File: config.mk
export PLATFORM = sky130hd
export DESIGN_NAME = moore_ol
export DESIGN_NICKNAME = d
export VERILOG_FILES = /design/src/rtl/moore_ol_pkg.sv /design/src/rtl/moore_ol_cnt.sv /design/src/rtl/moore_ol.sv
export SDC_FILE = /design/constraint.sdc
export NUM_CORES = 1
export LEC_CHECK = 0
export ABC_AREA = 1
export BUFFER_PORTS_ARGS = -buffer_cell sky130_fd_sc_hd__buf_4
export CORE_AREA = 2 2 39 41
export CTS_BUF_LIST = sky130_fd_sc_hd__clkbuf_2 sky130_fd_sc_hd__clkbuf_4 sky130_fd_sc_hd__clkbuf_8
export DETAILED_ROUTE_END_ITERATION = 10
export DIE_AREA = 0 0 41 43
export MAX_ROUTING_LAYER = met4
export PLACE_DENSITY_LB_ADDON = 0.08
export SYNTH_ARGS = -nofsm -noshare
export SYNTH_HDL_FRONTEND = slang
export SYNTH_HIERARCHICAL = 1
export SYNTH_SLANG_ARGS = --single-unit
export TNS_END_PERCENT = 10
File: constraint.sdc
create_clock -name clk -period 0.95 [get_ports clk]
set_input_delay 0.0475 -clock clk [delete_from_list [all_inputs] [get_ports clk]]
set_output_delay 0.0475 -clock clk [all_outputs]
set_load 0.02 [all_outputs]
File: src/rtl/moore_ol_pkg.sv
// moore_ol_pkg: shared definitions for the 1101 overlapping sequence detector.
// Holds the FSM state type, the target pattern and the default width of the
// optional detection counter (enabled by defining MOORE_OL_DET_CNT_EN).
package moore_ol_pkg;

    // One state per matched prefix length of 1101; S4 means a full match.
    typedef enum logic [2:0] {
        S0 = 3'd0,
        S1 = 3'd1,
        S2 = 3'd2,
        S3 = 3'd3,
        S4 = 3'd4
    } state_t;

    // Pattern being recognised, oldest bit in the MSB.
    localparam logic [3:0] PATTERN = 4'b1101;

    // Default width of the saturating detection counter.
    localparam int DEFAULT_CNT_W = 8;

endpackage

File: src/rtl/moore_ol_cnt.sv
// moore_ol_cnt: saturating up-counter used to tally detections.
// Only instantiated when MOORE_OL_DET_CNT_EN is defined.
module moore_ol_cnt #(
    parameter int CNT_W = 8
) (
    input  logic             clk,
    input  logic             reset,
    input  logic             i_inc,
    output logic [CNT_W-1:0] o_count
);

    logic [CNT_W-1:0] r_count;

    // Clear while reset is low; otherwise count up on request and stick at all-ones instead of wrapping.
    always_ff @(posedge clk) begin
        if (!reset) begin
            r_count <= '0;
        end else if (i_inc && (r_count != {CNT_W{1'b1}})) begin
            r_count <= r_count + 1'b1;
        end
    end

    assign o_count = r_count;

endmodule

File: src/rtl/moore_ol.sv
// moore_ol: Moore FSM detecting the serial pattern 1101 with overlap.
// out is decoded from the state register alone, so it rises the cycle after
// the final 1 is sampled and lasts exactly one cycle.
// Optional feature: define MOORE_OL_DET_CNT_EN to add the det_cnt port, a
// saturating count of detections that rises together with out.
module moore_ol
    import moore_ol_pkg::*;
#(
    parameter int CNT_W = DEFAULT_CNT_W
) (
    input  logic             clk,
    input  logic             reset,
    input  logic             in,
`ifdef MOORE_OL_DET_CNT_EN
    output logic [CNT_W-1:0] det_cnt,
`endif
    output logic             out
);

    state_t r_state;
    state_t w_next_state;

    // Next-state decode; from S4 a new 1 keeps the trailing "11" as a prefix, and stray encodings fall back to S0.
    always_comb begin
        w_next_state = S0;
        case (r_state)
            S0:      w_next_state = in ? S1 : S0;
            S1:      w_next_state = in ? S2 : S0;
            S2:      w_next_state = in ? S2 : S3;
            S3:      w_next_state = in ? S4 : S0;
            S4:      w_next_state = in ? S2 : S0;
            default: w_next_state = S0;
        endcase
    end

    // State register; a low reset wins over any transition, including one into S4.
    always_ff @(posedge clk) begin
        if (!reset) begin
            r_state <= S0;
        end else begin
            r_state <= w_next_state;
        end
    end

    assign out = (r_state == S4);

`ifdef MOORE_OL_DET_CNT_EN
    logic w_enter_s4;

    assign w_enter_s4 = (w_next_state == S4);

    moore_ol_cnt #(
        .CNT_W (CNT_W)
    ) u_cnt (
        .clk     (clk),
        .reset   (reset),
        .i_inc   (w_enter_s4),
        .o_count (det_cnt)
    );
`endif

endmodule

==> Word-level counts from Yosys, hierarchy flattened <==
Index checks and enable logic that the tools add are counted.
{ "word_totals": {"ff_bits": 3} }
{ "op_classes": {"n_eq_ne": 4, "muxes": 5, "n_reduce_logical": 2} }
{ "op_table": {"columns": ["op", "count"], "rows": [
  ["3-bit one-hot mux with 4 select lines", 1],
  ["3-bit by 2-bit == test with 1-bit output, second input constant", 2],
  ["3-bit by 1-bit == test with 1-bit output, second input constant", 1],
  ["3-bit == test, second input constant", 1],
  ["3-bit zero test", 1],
  ["3-bit two-way mux", 1],
  ["1-bit two-way mux", 2],
  ["2-bit two-way mux", 1],
  ["2-bit OR reduction", 1]
]} }

==> Longest topological paths before layout <==
Gate-level depths: netlist of the first run.
{ "logic_depth": {"word_depth": 3, "depth_mapped": 5, "mapped_depth_nobuf": 5} }

==> Least setup slack after synthesis of the first run <==
OpenSTA, ideal clock, no wires.
{ "synth_timing": {"kind": "flip-flop to output port", "start": "reg r_state[1]", "end": "out out", "arrival_time_ns": 0.711, "required_time_ns": 0.902, "path_slack_ns": 0.192, "path_stages_with_launch": 4, "n_path_buf": 0, "cell_sequence": "dfxtp_1 inv_2 nand2_2 nor2_1"} }
{ "synth_between": {"elab_chain_len": 1} }
{ "synth_rtl": {"columns": ["item", "line_no", "source"], "rows": [
  ["start, declared", "moore_ol.sv:20", "state_t r_state;"],
  ["start signal, assigned", "moore_ol.sv:41", "r_state <= w_next_state;"],
  ["3-bit == test", "moore_ol.sv:45", "assign out = (r_state == S4);"],
  ["end, declared", "moore_ol.sv:17", "output logic out"]
]} }
Every way passes these cells.

==> Worst setup path after layout of the first run <==
{ "layout_timing": {"start": "reg r_state[2]", "end": "out out"} }
Same word-level chain as after synthesis.

==> impl_summary.log, run 1 <==
INFO  metric placed_standard_cell_area = between 150 and 200 sq um
INFO  metric switching_power_as_a_share_of_total_power = 0.210
INFO  metric synthesis.area = around 150 sq um
INFO  metric outcome = complete, no violations
INFO  metric clk_latency = 0.23 ns
INFO  metric layout-drive-gt1-share = 0.647
INFO  metric final.setup_skew = 0.00000695 ns
INFO  metric power_density = around 1700 nW/um^2
INFO  metric clock_tree_from_tritoncts = built
INFO  metric grt_pass1_vias = 187
INFO  metric overall_power_after_layout = 450 uW
INFO  metric netlist.area_leader.share = 0.400
INFO  metric die_w = 41 um
INFO  metric pwr-share-clk = 0.549
INFO  metric dp_hpwl = approximately 260 um
INFO  metric registers_with_the_highest_flip_flop_counts = r_state x3
INFO  metric power.combinational.fraction = 0.145
INFO  metric globalRouteOverflowTotal = 0
INFO  metric grt_pass1_wl = 662 um
INFO  metric dieArea = 1760 sq um
INFO  metric seq_power_share = 0.306
INFO  metric detail-route-antenna-nets = 0
INFO  metric worst_pin_slew = 0.159 ns
INFO  metric p_leak = around 0.13 nW
INFO  metric slew_viol_final = 0
INFO  metric fin_worst_hold_slack = 0.0748 ns
INFO  metric fmax = 1090 MHz
INFO  metric cts.sink_count = 3
INFO  metric final.fill_count = 169
INFO  metric reg2reg_from = r_state[1]
INFO  metric netlist.top_cell.by_area = dfxtp_1
INFO  metric met1_length = ~150 um
INFO  metric max_cap_violations = 0
INFO  metric tns = 0 ns
INFO  metric max-clock-path-buffers = 2
INFO  metric critical_path_peak_fanout = 4
INFO  metric min-delay-path-class = input port to flip-flop
INFO  metric synth_cells = 22
INFO  metric fin_crit_sh = 0.969
INFO  metric worst_setup_path_start = r_state[2]
INFO  metric port_buffers = 3
INFO  metric holdBufCountCts = 0
INFO  metric antennaDiodeCount = 0
INFO  metric start_kind = flip-flop
INFO  metric routed_wire_length_per_instance = 7.00 um
INFO  metric r2r-end = r_state[0]
INFO  metric met2_routed_wirelength = 195 um
INFO  metric grt_usage = 0.0645
INFO  metric vias = 163
INFO  metric synthesis.yosys.warnings = 6
INFO  metric drt_wl_total = 350 um
INFO  metric syn_nets = 25
INFO  metric timing.max_slew.rel_slack = 0.893
INFO  metric largest_register = r_state
INFO  metric power.ir.vdd_worst = 0.900 mV
INFO  metric root_buffer_cell = clkbuf_4
INFO  metric share_of_synthesized_area_occupied_by_flip_flops_and_latches = 0.400
INFO  metric gp_congestion = about 0.72
INFO  metric coreArea = 1380 sq um
INFO  metric reg2reg_depth = 6
INFO  metric pin_count = 4
INFO  metric net_switching_power_of_the_design = ~94 uW
INFO  metric syn2layout_area_growth = 80.0%
INFO  metric worst-r2r-setup-slack = 0.08 ns
INFO  metric req_time_crit_path = 0.90 ns
INFO  metric top_layer_used = met3
INFO  metric grt_max_degree = 5
INFO  metric clk_pin_slew_worst_paths = 0.04 ns
INFO  metric starting_density_of_the_core = 0.108
INFO  metric postSynthRegisterBits = 3
INFO  metric die_h = between 40 and 50 um
INFO  metric report.final.setup_viol = 0
INFO  metric worst_ep_arrival = 0.87 ns
INFO  metric path_class = flip-flop to output port
INFO  metric grt_setup_unrepaired = yes
INFO  metric final_design_area_no_fill = between 200 and 300 sq um
INFO  metric finalHoldViolations = 0
INFO  metric p_int = 356 uW
INFO  metric synth.avg_cell_area = between 6 and 7 sq um
INFO  metric cts-htree-levels = 1
INFO  metric detailroute.wirelength.met3 = 5 um
INFO  metric first_pass_iters = 2
INFO  metric worst_setup_path_endpoint = out
INFO  metric layout.nets = 38
INFO  metric synth_area_leaders = dfxtp_1 40%, nand2_1 13%, inv_2 7.5%
INFO  metric period_minus_slack = 0.920 ns
INFO  metric cts-buffers-inserted = 3
INFO  metric number_of_vias_per_cell = roughly 3.3
INFO  metric synth_unique_cells = 11
INFO  metric count_of_unresolved_drc_violations_after_routing = 0
INFO  metric placementRows = 14
INFO  metric largest_register_ffs = 3
INFO  metric first_iter_violations = 2
INFO  metric antenna_found_initial = 0
INFO  metric endpoint_kind = output port
layout make-up:
| type | instances | area (sq um) | share of cell area |
|---|---|---|---|
| multi-input combinational | 14 | 73.8 | 0.273 |
| timing repair buffer | 8 | 63.8 | 0.236 |
| clock buffer | 4 | 30.0 | 0.111 |
| inverter | 5 | 18.8 | 0.0694 |
| tap | 16 | 20.0 | 0.0741 |
| sequential | 3 | 63.8 | 0.236 |
stage by stage:
step	instances	worst slack, ns	utilization
after floorplan	22	0.192	-
after global placement	41	0.129	0.139
after detailed placement	41	0.143	0.139
after CTS	50	-0.0105	0.191
after global routing	50	-0.0270	0.195
final	50	0.0298	0.195
worst min path at each step:
stage | slack [ns] | to | cells after the start | from
6_report | 0.07 | r_state[0] | 3 | reset
3_3_place_gp | 0.31 | r_state[0] | 3 | reset
5_1_grt | 0.08 | r_state[0] | 3 | reset
4_1_cts | 0.08 | r_state[0] | 3 | reset
3_5_place_dp | 0.31 | r_state[0] | 3 | reset
2_1_floorplan | 0.19 | r_state[1] | 2 | reset
cell families after synthesis:
kind of cell | Yosys count | synth area share
AO/OA/AOI/OAI | 2 | 0.0916
flip-flops | 3 | 0.400
buffers and inverters | 5 | 0.125
AND/OR/NAND/NOR | 12 | 0.383
power groups by stage:
| stage | clock, mW | combinational (mW) | sequential, mW |
|---|---|---|---|
| after CTS | 0.258 | 0.0641 | 0.138 |
| after global routing | 0.280 | 0.0745 | 0.139 |
| after detailed placement | 0 | 0.0403 | 0.140 |
| final | 0.247 | 0.0652 | 0.138 |
| after global placement | 0 | 0.0422 | 0.140 |
| after floorplan | 0 | 0.0275 | 0.139 |
metal layers:
layer	vias up	GRT usage
met1	69	0.0540
met4	0	0.0400
met2	1	0.0875
met3	0	0.0628
li1	93	-
met5	-	-
layout by cell type, fill, tap and decap left out, drive strengths merged:
master | netlist | final
a21oi | 1 | 1
buf | 0 | 8
clkbuf | 0 | 4
dfxtp | 3 | 3
nor2 | 2 | 2
o21ai | 1 | 1
nand3 | 3 | 3
nor3 | 1 | 1
nand2 | 6 | 6
inv | 5 | 5
cell usage after synthesis:
cell type and instances:
nand2_1 5, nand3_2 1, nor3_1 1, nand3_1 2, nand2_2 1, o21ai_1 1
nor2_1 2, dfxtp_1 3, inv_1 2, inv_2 3, a21oi_2 1
critical path, stage by stage, from the launching register on:
cell,delay (ns)
dfxtp_2,0.35
inv_2,0.06
nor2_2,0.11
buf_6,0.12
timing repair:
action,4_1_cts,5_1_grt
buffers inserted,5,0
endpoints found under the setup margin,1,2
gates resized for setup,3,2
pin swaps,2,2
Note: power is estimated with default switching activity, not from simulation.
==> run 2: changes to the inputs <==
==> constraint.sdc (replaced) <==
create_clock -name clk -period 0.95 [get_ports clk]
set_input_delay 0.1425 -clock clk [delete_from_list [all_inputs] [get_ports clk]]
set_output_delay 0.1425 -clock clk [all_outputs]
set_load 0.02 [all_outputs]
==> run 2 against run 1 <==
  * Setup slack got worse by 0.11 ns
  * Non-clock buffer count rose by 1
  * Critical path depth did not move
  * Highest routed layer is now met4
  * Global-route usage rose by 0.72 points
  * The flow now finishes with violations (negative setup slack)
==> impl_summary.log, run 2 (same netlist as run 1, synthesis figures left out) <==
INFO  metric layout-drive-gt1-share = 0.714
INFO  metric final.setup_skew = 0.00132 ns
INFO  metric cts-htree-levels = 1
INFO  metric cts-buffers-inserted = 3
INFO  metric grt_max_degree = 5
INFO  metric cts.sink_count = 3
INFO  metric largest_register_ffs = 3
INFO  metric outcome = complete, but fails checks
INFO  metric clk_pin_slew_worst_paths = 0.04 ns
INFO  metric pwr-share-clk = 0.544
INFO  metric worst_pin_slew = 0.141 ns
INFO  metric antennaDiodeCount = 0
INFO  metric gp_congestion = approximately 0.7
INFO  metric count_of_unresolved_drc_violations_after_routing = 0
INFO  metric fin_crit_sh = 1.09
INFO  metric timing.critical_path.cells = inv_2, nor2_2, buf_6
INFO  metric largest_register = r_state
INFO  metric grt_setup_unrepaired = yes
INFO  metric finalCoreUtilization = 0.207
INFO  metric start_kind = flip-flop
INFO  metric pin_count = 4
INFO  metric endpoint_kind = output port
INFO  metric globalRouteOverflowTotal = 0
INFO  metric p_leak = 0.136 nW
INFO  metric routed_wire_length_per_instance = 7.76 um
INFO  metric cp_top_family = flip-flops
INFO  metric dieArea = around 1800 sq um
INFO  metric layout.nets = 39
INFO  metric report.final.setup_viol = 1
INFO  metric req_time_crit_path = 0.81 ns
INFO  metric die_w = 41 um
INFO  metric syn2layout_area_growth = 90.8%
INFO  metric power_density = roughly 1600 nW/um^2
INFO  metric grt_usage = 0.0718
INFO  metric detail-route-antenna-nets = 0
INFO  metric worstPathBufferInverterCount = 2
INFO  metric slew_viol_final = 0
INFO  metric number_of_vias_per_cell = 3.49
INFO  metric starting_density_of_the_core = 0.108
INFO  metric power.combinational.fraction = 0.159
INFO  metric seq_power_share = 0.297
INFO  metric max_cap_violations = 0
INFO  metric grt_pass1_wl = 662 um
INFO  metric clk_latency = 0.23 ns
INFO  metric drt_wl_total = 396 um
INFO  metric layout.cells.most_common_list = 8 x buf_4, 5 x nand2_1, 4 x clkbuf_4
INFO  metric placed_standard_cell_area = 193 sq um
INFO  metric coreArea = 1380 sq um
INFO  metric period_minus_slack = 1.03 ns
INFO  metric max-clock-path-buffers = 2
INFO  metric fmax = 970 MHz
INFO  metric vias = 178
INFO  metric finalHoldViolations = 0
INFO  metric tns = -0.0814 ns
INFO  metric first_iter_violations = 1
INFO  metric antenna_found_initial = 0
INFO  metric die_h = 43 um
INFO  metric slowest_stage = dfxtp_2
INFO  metric first_pass_iters = 2
INFO  metric path_class = flip-flop to output port
INFO  metric root_buffer_cell = clkbuf_4
INFO  metric clock_tree_from_tritoncts = built
INFO  metric net_switching_power_of_the_design = 104 uW
INFO  metric critical_path_peak_fanout = 4
INFO  metric port_buffers = 3
INFO  metric switching_power_as_a_share_of_total_power = 0.224
INFO  metric fin_worst_hold_slack = around 0.16 ns
INFO  metric post-route-worst-setup-slack = -0.0814 ns
INFO  metric final.fill_count = 164
INFO  metric placementRows = 14
INFO  metric failing_checks = negative setup slack
INFO  metric timing.max_slew.rel_slack = 0.905
INFO  metric dp_hpwl = 250 um
INFO  metric min-delay-path-class = input port to flip-flop
INFO  metric worst_ep_arrival = 0.89 ns
INFO  metric critical-path-max-stage-delay = ~0.35 ns
INFO  metric most_common_cell_after_layout_fill_and_taps_aside = buf_4
INFO  metric grt_pass1_vias = ~190
INFO  metric registers_with_the_highest_flip_flop_counts = r_state x3
INFO  metric p_int = 362 uW
INFO  metric power.ir.vdd_worst = 0.362 mV
INFO  metric final_design_area_no_fill = 287 sq um
run 2: cell types whose count changed in the layout (fill, tap and decap cells not counted):
cell | before | now
buf_4 | 7 | 8
nand3_1 | 2 | 1
nand3_2 | 1 | 2
o21ai_1 | 1 | 0
o21ai_2 | 0 | 1
run 2: repair_timing:
action,in CTS,in global routing
endpoints found under the setup margin,1,2
pin swaps,2,1
setup buffers,5,1
hold buffers,0,0
gates resized for setup,5,2
run 2: worst paths after layout:
path	endpoint	from	cells after the start	slack, ns
setup reg to reg	r_state[1]	r_state[0]	6	0.04
setup / recovery	out	r_state[2]	3	-0.08
hold / removal	r_state[1]	reset	3	0.16
hold reg to reg	r_state[2]	r_state[2]	1	0.45
run 2: area by class of cell:
type	count	area (sq um)	area share
Sequential cell	3	63.8	0.223
Clock buffer	4	30.0	0.105
Multi-Input combinational cell	14	82.6	0.288
Inverter	5	18.8	0.0655
Timing Repair Buffer	9	71.3	0.249
Tap cell	16	20.0	0.0699
run 2: through the flow:
step / instances / power, mW / worst slack (ns)
3_5_place_dp: 41 / 0.180 / 0.100
6_report: 51 / 0.466 / -0.0814
4_1_cts: 50 / 0.466 / -0.112
2_1_floorplan: 22 / 0.167 / 0.0970
5_1_grt: 51 / 0.496 / -0.141
3_3_place_gp: 41 / 0.182 / 0.110
run 2: routing by layer:
layer | up-vias | wire length, um | track usage
li1 | 93 | - | -
met1 | 76 | 146 | 0.0573
met2 | 5 | 204 | 0.0781
met3 | 4 | 3 | 0.0157
met4 | 0 | 42 | 0.160
met5 | - | 0 | -
run 2: tightest hold or removal path, delay by kind of cell:
kind	cells	cell delay, ns
compound gates	1	0.09
buf+inv	2	0.13
run 2: power groups by stage:
stage | registers (mW) | clock network, mW | logic, mW
2_1_floorplan | 0.139 | 0 | 0.0275
3_3_place_gp | 0.141 | 0 | 0.0414
3_5_place_dp | 0.140 | 0 | 0.0395
4_1_cts | 0.138 | 0.263 | 0.0643
5_1_grt | 0.139 | 0.275 | 0.0825
6_report | 0.138 | 0.253 | 0.0740
